--- config.mk ---
export PLATFORM = sky130hd
export DESIGN_NAME = secuenciador_motores
export DESIGN_NICKNAME = d
export VERILOG_FILES = /design/src/rtl/secuenciador_pkg.sv /design/src/rtl/generador_pasos.sv /design/src/rtl/secuenciador_motores.sv
export SDC_FILE = /design/constraint.sdc
export NUM_CORES = 1
export LEC_CHECK = 0
export BUFFER_PORTS_ARGS = -buffer_cell sky130_fd_sc_hd__buf_2
export CORE_ASPECT_RATIO = 1.75
export CORE_MARGIN = 2
export CORE_UTILIZATION = 62
export DETAILED_ROUTE_END_ITERATION = 6
export PLACE_DENSITY_LB_ADDON = 0.25
export SKIP_CTS_REPAIR_TIMING = 1
export SLEW_MARGIN = 20
export SYNTH_ARGS = -nofsm -noshare
export SYNTH_HDL_FRONTEND = slang
export SYNTH_HIERARCHICAL = 1
export SYNTH_SLANG_ARGS = --single-unit
--- constraint.sdc ---
create_clock -name clk -period 4 [get_ports clk]
set_input_delay 0.8 -clock clk [delete_from_list [all_inputs] [get_ports clk]]
set_output_delay 0.8 -clock clk [all_outputs]
set_load 0.01 [all_outputs]
--- src/rtl/secuenciador_pkg.sv ---
// Shared types and command helpers for the tracker axis motor sequencer.
package secuenciador_pkg;

    typedef enum logic [2:0] {
        ST_IDLE,
        ST_MOVE_THETA,
        ST_SETTLE_THETA,
        ST_MOVE_PHI,
        ST_SETTLE_PHI,
        ST_FAULT
    } estado_e;

    localparam logic [1:0] CMD_STOP = 2'b00;
    localparam logic [1:0] CMD_CW   = 2'b01;
    localparam logic [1:0] CMD_CCW  = 2'b11;

    // 2'b10 is reserved and behaves like stop.
    function automatic logic cmd_valid(input logic [1:0] cmd);
        return (cmd == CMD_CW) || (cmd == CMD_CCW);
    endfunction

    function automatic logic [1:0] cmd_de_dir(input logic dir);
        return dir ? CMD_CCW : CMD_CW;
    endfunction

    function automatic logic cmd_es_parada(input logic [1:0] cmd);
        return (cmd == CMD_STOP) || !cmd_valid(cmd);
    endfunction

endpackage

--- src/rtl/generador_pasos.sv ---
// Step-rate divider with a saturating step counter and runaway-move flag.
// One instance is time-shared by both axes; the caller routes the pulse.
module generador_pasos #(
    parameter int unsigned CNT_W         = 16,
    parameter int unsigned STEP_DIV      = 5000,
    parameter int unsigned TIMEOUT_STEPS = 400
) (
    input  logic clk,
    input  logic rst,
    input  logic clr,
    input  logic en,
    output logic paso,
    output logic timeout
);

    localparam logic [CNT_W-1:0] DIV_LAST    = CNT_W'(STEP_DIV - 1);
    localparam logic [CNT_W-1:0] TIMEOUT_LIM = CNT_W'(TIMEOUT_STEPS);
    localparam logic [CNT_W-1:0] CNT_MAX     = '1;

    logic [CNT_W-1:0] div_q, div_d;
    logic [CNT_W-1:0] cnt_q, cnt_d;

    always_comb begin
        div_d = div_q;
        cnt_d = cnt_q;
        paso  = 1'b0;
        if (clr) begin
            div_d = '0;
            cnt_d = '0;
        end else if (en) begin
            if (div_q >= DIV_LAST) begin
                div_d = '0;
                paso  = 1'b1;
                if (cnt_q != CNT_MAX) begin
                    cnt_d = cnt_q + CNT_W'(1);
                end
            end else begin
                div_d = div_q + CNT_W'(1);
            end
        end
    end

    always_ff @(posedge clk or posedge rst) begin
        if (rst) begin
            div_q <= '0;
            cnt_q <= '0;
        end else begin
            div_q <= div_d;
            cnt_q <= cnt_d;
        end
    end

    assign timeout = (cnt_q >= TIMEOUT_LIM);

endmodule

--- src/rtl/secuenciador_motores.sv ---
// Alternating theta/phi step sequencer with settle dwell and runaway fault.
// Define CONTADOR_PASOS_EN to add signed per-axis position counters.
//
// state        | meaning
// ST_IDLE      | no axis driven, waiting for a valid command
// ST_MOVE_*    | stepping the axis at the divided rate
// ST_SETTLE_*  | post-move dwell, then pick next axis round-robin
// ST_FAULT     | runaway move detected, waits for clr_fault
module secuenciador_motores
    import secuenciador_pkg::*;
#(
    parameter int unsigned CNT_W         = 16,
    parameter int unsigned STEP_DIV      = 5000,
    parameter int unsigned SETTLE_CYC    = 50000,
    parameter int unsigned TIMEOUT_STEPS = 400
) (
    input  logic       clk,
    input  logic       rst,
    input  logic       habilitar,
    input  logic [1:0] cmd_theta,
    input  logic [1:0] cmd_phi,
    input  logic       clr_fault,
    output logic       step_theta,
    output logic       dir_theta,
    output logic       step_phi,
    output logic       dir_phi,
    output logic       eje_activo,
    output logic       busy,
    output logic       fault
`ifdef CONTADOR_PASOS_EN
    ,
    output logic signed [CNT_W-1:0] pos_theta,
    output logic signed [CNT_W-1:0] pos_phi
`endif
);

    localparam logic [CNT_W-1:0] SETTLE_LAST = CNT_W'(SETTLE_CYC - 1);

    estado_e          state_q, state_d;
    logic [CNT_W-1:0] settle_q, settle_d;
    logic             dir_theta_q, dir_theta_d;
    logic             dir_phi_q, dir_phi_d;
    logic             eje_q, eje_d;
    logic             step_theta_q, step_theta_d;
    logic             step_phi_q, step_phi_d;
    logic             busy_q, busy_d;
    logic             fault_q, fault_d;

    logic             gen_clr;
    logic             gen_en;
    logic             gen_paso;
    logic             gen_timeout;

    generador_pasos #(
        .CNT_W         (CNT_W),
        .STEP_DIV      (STEP_DIV),
        .TIMEOUT_STEPS (TIMEOUT_STEPS)
    ) u_generador_pasos (
        .clk     (clk),
        .rst     (rst),
        .clr     (gen_clr),
        .en      (gen_en),
        .paso    (gen_paso),
        .timeout (gen_timeout)
    );

    always_comb begin
        state_d     = state_q;
        settle_d    = settle_q;
        dir_theta_d = dir_theta_q;
        dir_phi_d   = dir_phi_q;
        eje_d       = eje_q;

        case (state_q)
            ST_IDLE: begin
                if (habilitar && cmd_valid(cmd_theta)) begin
                    state_d = ST_MOVE_THETA;
                end else if (habilitar && cmd_valid(cmd_phi)) begin
                    state_d = ST_MOVE_PHI;
                end
            end
            ST_MOVE_THETA: begin
                if (gen_timeout) begin
                    state_d = ST_FAULT;
                end else if (!habilitar || cmd_es_parada(cmd_theta) ||
                             (cmd_theta != cmd_de_dir(dir_theta_q))) begin
                    state_d = ST_SETTLE_THETA;
                end
            end
            ST_MOVE_PHI: begin
                if (gen_timeout) begin
                    state_d = ST_FAULT;
                end else if (!habilitar || cmd_es_parada(cmd_phi) ||
                             (cmd_phi != cmd_de_dir(dir_phi_q))) begin
                    state_d = ST_SETTLE_PHI;
                end
            end
            ST_SETTLE_THETA: begin
                if (settle_q != '0) begin
                    settle_d = settle_q - CNT_W'(1);
                end else if (!habilitar) begin
                    state_d = ST_IDLE;
                end else if (cmd_valid(cmd_phi)) begin
                    state_d = ST_MOVE_PHI;
                end else if (cmd_valid(cmd_theta)) begin
                    state_d = ST_MOVE_THETA;
                end else begin
                    state_d = ST_IDLE;
                end
            end
            ST_SETTLE_PHI: begin
                if (settle_q != '0) begin
                    settle_d = settle_q - CNT_W'(1);
                end else if (!habilitar) begin
                    state_d = ST_IDLE;
                end else if (cmd_valid(cmd_theta)) begin
                    state_d = ST_MOVE_THETA;
                end else if (cmd_valid(cmd_phi)) begin
                    state_d = ST_MOVE_PHI;
                end else begin
                    state_d = ST_IDLE;
                end
            end
            ST_FAULT: begin
                if (clr_fault) begin
                    state_d = ST_IDLE;
                end
            end
            default: state_d = ST_IDLE;
        endcase

        // Entry actions: direction and axis ownership are captured only here.
        if (state_d != state_q) begin
            case (state_d)
                ST_MOVE_THETA: begin
                    dir_theta_d = (cmd_theta == CMD_CCW);
                    eje_d       = 1'b0;
                end
                ST_MOVE_PHI: begin
                    dir_phi_d = (cmd_phi == CMD_CCW);
                    eje_d     = 1'b1;
                end
                ST_SETTLE_THETA, ST_SETTLE_PHI: settle_d = SETTLE_LAST;
                default: settle_d = '0;
            endcase
        end
    end

    // Stepping only continues while the axis stays in MOVE, so a pulse never
    // lands in the first SETTLE or FAULT cycle.
    always_comb begin
        gen_clr      = (state_d != state_q);
        gen_en       = ((state_q == ST_MOVE_THETA) || (state_q == ST_MOVE_PHI)) &&
                       (state_d == state_q);
        step_theta_d = gen_paso && (state_q == ST_MOVE_THETA);
        step_phi_d   = gen_paso && (state_q == ST_MOVE_PHI);
        busy_d       = (state_d != ST_IDLE);
        fault_d      = (state_d == ST_FAULT);
    end

    always_ff @(posedge clk or posedge rst) begin
        if (rst) begin
            state_q      <= ST_IDLE;
            settle_q     <= '0;
            dir_theta_q  <= 1'b0;
            dir_phi_q    <= 1'b0;
            eje_q        <= 1'b0;
            step_theta_q <= 1'b0;
            step_phi_q   <= 1'b0;
            busy_q       <= 1'b0;
            fault_q      <= 1'b0;
        end else begin
            state_q      <= state_d;
            settle_q     <= settle_d;
            dir_theta_q  <= dir_theta_d;
            dir_phi_q    <= dir_phi_d;
            eje_q        <= eje_d;
            step_theta_q <= step_theta_d;
            step_phi_q   <= step_phi_d;
            busy_q       <= busy_d;
            fault_q      <= fault_d;
        end
    end

    assign step_theta = step_theta_q;
    assign dir_theta  = dir_theta_q;
    assign step_phi   = step_phi_q;
    assign dir_phi    = dir_phi_q;
    assign eje_activo = eje_q;
    assign busy       = busy_q;
    assign fault      = fault_q;

`ifdef CONTADOR_PASOS_EN
    logic signed [CNT_W-1:0] pos_theta_q, pos_theta_d;
    logic signed [CNT_W-1:0] pos_phi_q, pos_phi_d;

    always_comb begin
        pos_theta_d = pos_theta_q;
        pos_phi_d   = pos_phi_q;
        if (step_theta_d) begin
            pos_theta_d = dir_theta_q ? (pos_theta_q - CNT_W'(1)) : (pos_theta_q + CNT_W'(1));
        end
        if (step_phi_d) begin
            pos_phi_d = dir_phi_q ? (pos_phi_q - CNT_W'(1)) : (pos_phi_q + CNT_W'(1));
        end
    end

    always_ff @(posedge clk or posedge rst) begin
        if (rst) begin
            pos_theta_q <= '0;
            pos_phi_q   <= '0;
        end else begin
            pos_theta_q <= pos_theta_d;
            pos_phi_q   <= pos_phi_d;
        end
    end

    assign pos_theta = pos_theta_q;
    assign pos_phi   = pos_phi_q;
`endif

endmodule

==> results.txt <==
The run finished with clean final reports. At the pin with the least slew margin, the transition time is 1.034 ns. The total number of vias came out at 2,827. The via count of the first global-routing pass is 2,767.

Sorting the synthesized cells by area gives the leading types as dfrtp_1 42%, xnor2_1 5.1%, nor2_1 4.7%, a21oi_1 2.9%, or4_1 2.6%. The total negative slack for setup checks is 0 ns. The number of max-slew violations in the final report came to 0. The initial core utilization is 64.53%. The worst hold path belongs to the class register to register.

For this run the aggregate overflow at the end of global routing stands at 0. The total inserted antenna cells came out at 0. The number of H-tree branching levels came out at 3. The share of flip-flops with an asynchronous set or reset is 100.0%. The number of warning messages in the yosys log came out at 6.

For this run, the top clock speed supported by timing is 290.1 MHz. The maximum ir drop on the vdd rail is 0.3767 mV. The area after detailed placement is 3536 um2.

Traced cell by cell, the critical path runs through o311ai_0 > nand3_1 > nor2b_1 > o21ai_0 > a21o_1 > and3_4 > clkinv_4 > and3_1 > o21bai_1 > o2111ai_1 > nor2_1 > and3_1 > xnor2_1 > nor2_1. For this block, the routed nets add up to 7099 um of wire. The detail route stage leaves a number of antenna-violating nets equal to 0. The die area is 6149 um2. The final core utilization is 70.84%.

The cell area after synthesis came out at 3420 um2. The synthesized netlist contains 67 unique library cells. The number of failing hold endpoints at the final stage came out at 0. The proportion of synthesized chip area in sequential cells is 42.44%. The total global routing track utilization came out at 26.28%. The area fraction of the dominant cell type after synthesis is 42.44%. The setup path with the least slack is of type register to register. The post-synthesis instance total is 359. The filler cells instantiated in the layout total 399. The clock root buffer is clkbuf_8.

The logic depth of the worst register-to-register path came out at 14. The maximum fanout count along the critical path is 7. The maximum number of pins on one net before global-route repair came out at 31. The maximum buffer depth of the clock tree came out at 2. In this run the tool buffered the top-level ports with 14 buffer cells. The final count of negative-setup-slack endpoints came out at 0. In this run the critical register-to-register path is captured at u_generador_pasos/div_q[13].

The finished cells cover 3754 um2. The number of vias per cell after detailed routing is 6.213. The number of nets in the synthesized netlist is 371. The post-CTS clock slew at the launch and capture registers of the worst setup and hold paths is 0.07 ns. After detailed routing, the average wire length per cell comes to 15.60 um. The final critical path takes up 86.19% of the cycle. The chip width came out at 60.14 um. The detailed placer's ending HPWL came out at 5102 um. The required arrival time at the worst endpoint is 4.21 ns. The fraction of layout instances using a drive strength above 1 came out at 14.70%. The worst setup path is captured at a register. A synthesized cell averages 9.525 um2.

The worst setup path startpoint is u_generador_pasos/cnt_q[4]. The logic depth of the worst path, buffers included came out at 14. The net total in the final layout is 388. The critical path's top delay family is simple AND/OR/NAND/NOR gates. The tightest slew margin relative to the limit is 31.08%.

The number of buffers added by the clock tree synthesis step is 9. The reg-to-reg startpoint is u_generador_pasos/cnt_q[4]. The standby leakage power is 1.516 nW.

Setup repair after global routing left no endpoint under its margin. Of all cell types, the one taking the most synthesized area is dfrtp_1. The detailed router finished its first iteration with 166 violations. The worst path arrival time is 3.66 ns.

The area of the core came out at 5299 um2. The global placer's final weighted congestion is 0.9712. The cell row count is 35. The worst setup path is launched from a register.

The chip height is 102.2 um. The wire length of the first global-routing pass is 12,020 um. The flip-flop and latch count after synthesis is 58. The clock sink count is 58.

Across the run, the number of max-cap violations was 0. The post-layout minimum cycle time is 3.448 ns. The stage delay of the slowest cell on the critical path came out at 0.43 ns. The library cells used most frequently in the layout, excluding fill and tap cells, are 58 x dfrtp_1, 43 x nor2_1, 20 x nand2_1, 20 x xnor2_1, 20 x a21oi_1. TritonCTS built the clock tree. The combined buffer and inverter count along the critical path is 1. The number of antenna violations at the first check in global routing is 0. The worst-case register-to-register setup slack came out at 0.55 ns.

The slowest stage of the critical path belongs to the cell dfrtp_1. The clock insertion delay at the later pin of the skew report came out at 0.34 ns. The number of enable-type register cells in the synthesized netlist came out at 0.

The maximum clock skew at final layout is 0.007371 ns. Dividing total power by cell area gives a power density of 637.7 nW/um2. Leaving out fill and tap cells, the most frequent cell in the layout is dfrtp_1.

The DRC violations left came out at 0. Among all flip-flop cells after synthesis, the most frequent one is dfrtp_1. The layout overhead on the synthesized area is 9.769%.

The number of iterations in the first detailed-routing pass is 4. Following the worst setup path forward leads to its endpoint at u_generador_pasos/div_q[13]. Pin placement for this block handled 15 I/O pins.
-- metal layers --
metal,GRT usage (%),wire length [um]
met5,0,0
met3,5.063,222
met2,46.15,3908
met4,15.90,213
met1,27.91,2754
-- cell type report --
type                    count  area, um2  area share [%]
multi-input cells         278       1842           49.07
clock buffers               9      123.9           3.300
flip-flops and latches     58       1451           38.67
inverters                  10      42.54           1.133
repair buffers             19      107.6           2.867
clock inverters             7      93.84           2.500
well taps                  74      92.59           2.467
-- registers in the layout, indices dropped and copies added (netlist names) --
signal and flops:
eje_activo 1, state_q 3, u_generador_pasos/div_q 16, u_generador_pasos/cnt_q 16, settle_q 16, step_theta 1
busy 1, dir_phi 1, step_phi 1, dir_theta 1, fault 1
-- tightest hold or removal path, delay by kind of cell (launching register included) --
kind	cells	cell delay, ns
AND/OR/NAND/NOR	2	0.14
flip-flops	1	0.35
-- power by group --
| group | internal (W) | switching [W] | leakage (nW) |
|---|---|---|---|
| Sequential | 0.000696 | 0.000157 | 0.782 |
| Combinational | 0.000377 | 0.000569 | 0.629 |
| Clock | 0.000349 | 0.000246 | 0.105 |
-- worst min-delay path by stage --
stage / startpoint / endpoint / slack, ns / cells after the start
final: eje_activo / eje_activo / 0.52 / 2
after global routing: eje_activo / eje_activo / 0.56 / 2
after CTS: eje_activo / eje_activo / 0.52 / 2
after detailed placement: eje_activo / eje_activo / 0.50 / 2
after global placement: eje_activo / eje_activo / 0.48 / 2
after floorplan: u_generador_pasos/div_q[15] / u_generador_pasos/div_q[15] / 0.46 / 2
-- Yosys cell counts (all sizes together) (2+ instances only) --
| master | number |
|---|---|
| dfrtp | 58 |
| nor2 | 43 |
| a21oi | 21 |
| nand2 | 20 |
| xnor2 | 20 |
| o21ai | 18 |
| nand3 | 17 |
| and3 | 15 |
| or4 | 12 |
| o31ai | 10 |
| inv | 9 |
| nor4 | 9 |
| buf | 8 |
| nand2b | 8 |
| nor3 | 8 |
| nand4 | 7 |
| or3 | 7 |
| xor2 | 7 |
| clkbuf | 5 |
| nor2b | 5 |
| ha | 4 |
| a211o | 3 |
| a211oi | 3 |
| a31oi | 3 |
| and2 | 3 |
| o211ai | 3 |
| a21boi | 2 |
| a21o | 2 |
| and4 | 2 |
| nor3b | 2 |
| o21a | 2 |
| o21bai | 2 |
| o221ai | 2 |
| or3b | 2 |
-- cell families (layout without fill, tap and decap cells) --
kind of cell / count (synthesis) / count (layout) / share of synthesized area, %
simple gates: 163 / 163 / 26.97
compound gates: 82 / 82 / 17.89
flops: 58 / 58 / 42.44
xor+xnor: 27 / 27 / 6.916
buf+inv: 23 / 45 / 3.696
fa+ha+maj: 4 / 4 / 1.464
mux: 2 / 2 / 0.6220
-- per-stage QoR --
step	cells	hold WS [ns]	setup slack, ns	power (W)
after floorplan	359	0.4561	0.8346	0.001609
after global placement	439	0.4797	0.5669	0.001787
after detailed placement	439	0.4989	0.4908	0.001809
after CTS	455	0.5157	0.5828	0.002413
after global routing	455	0.5625	0.2306	0.002556
final	455	0.5184	0.5525	0.002394
(Power assumes the default switching activity.)
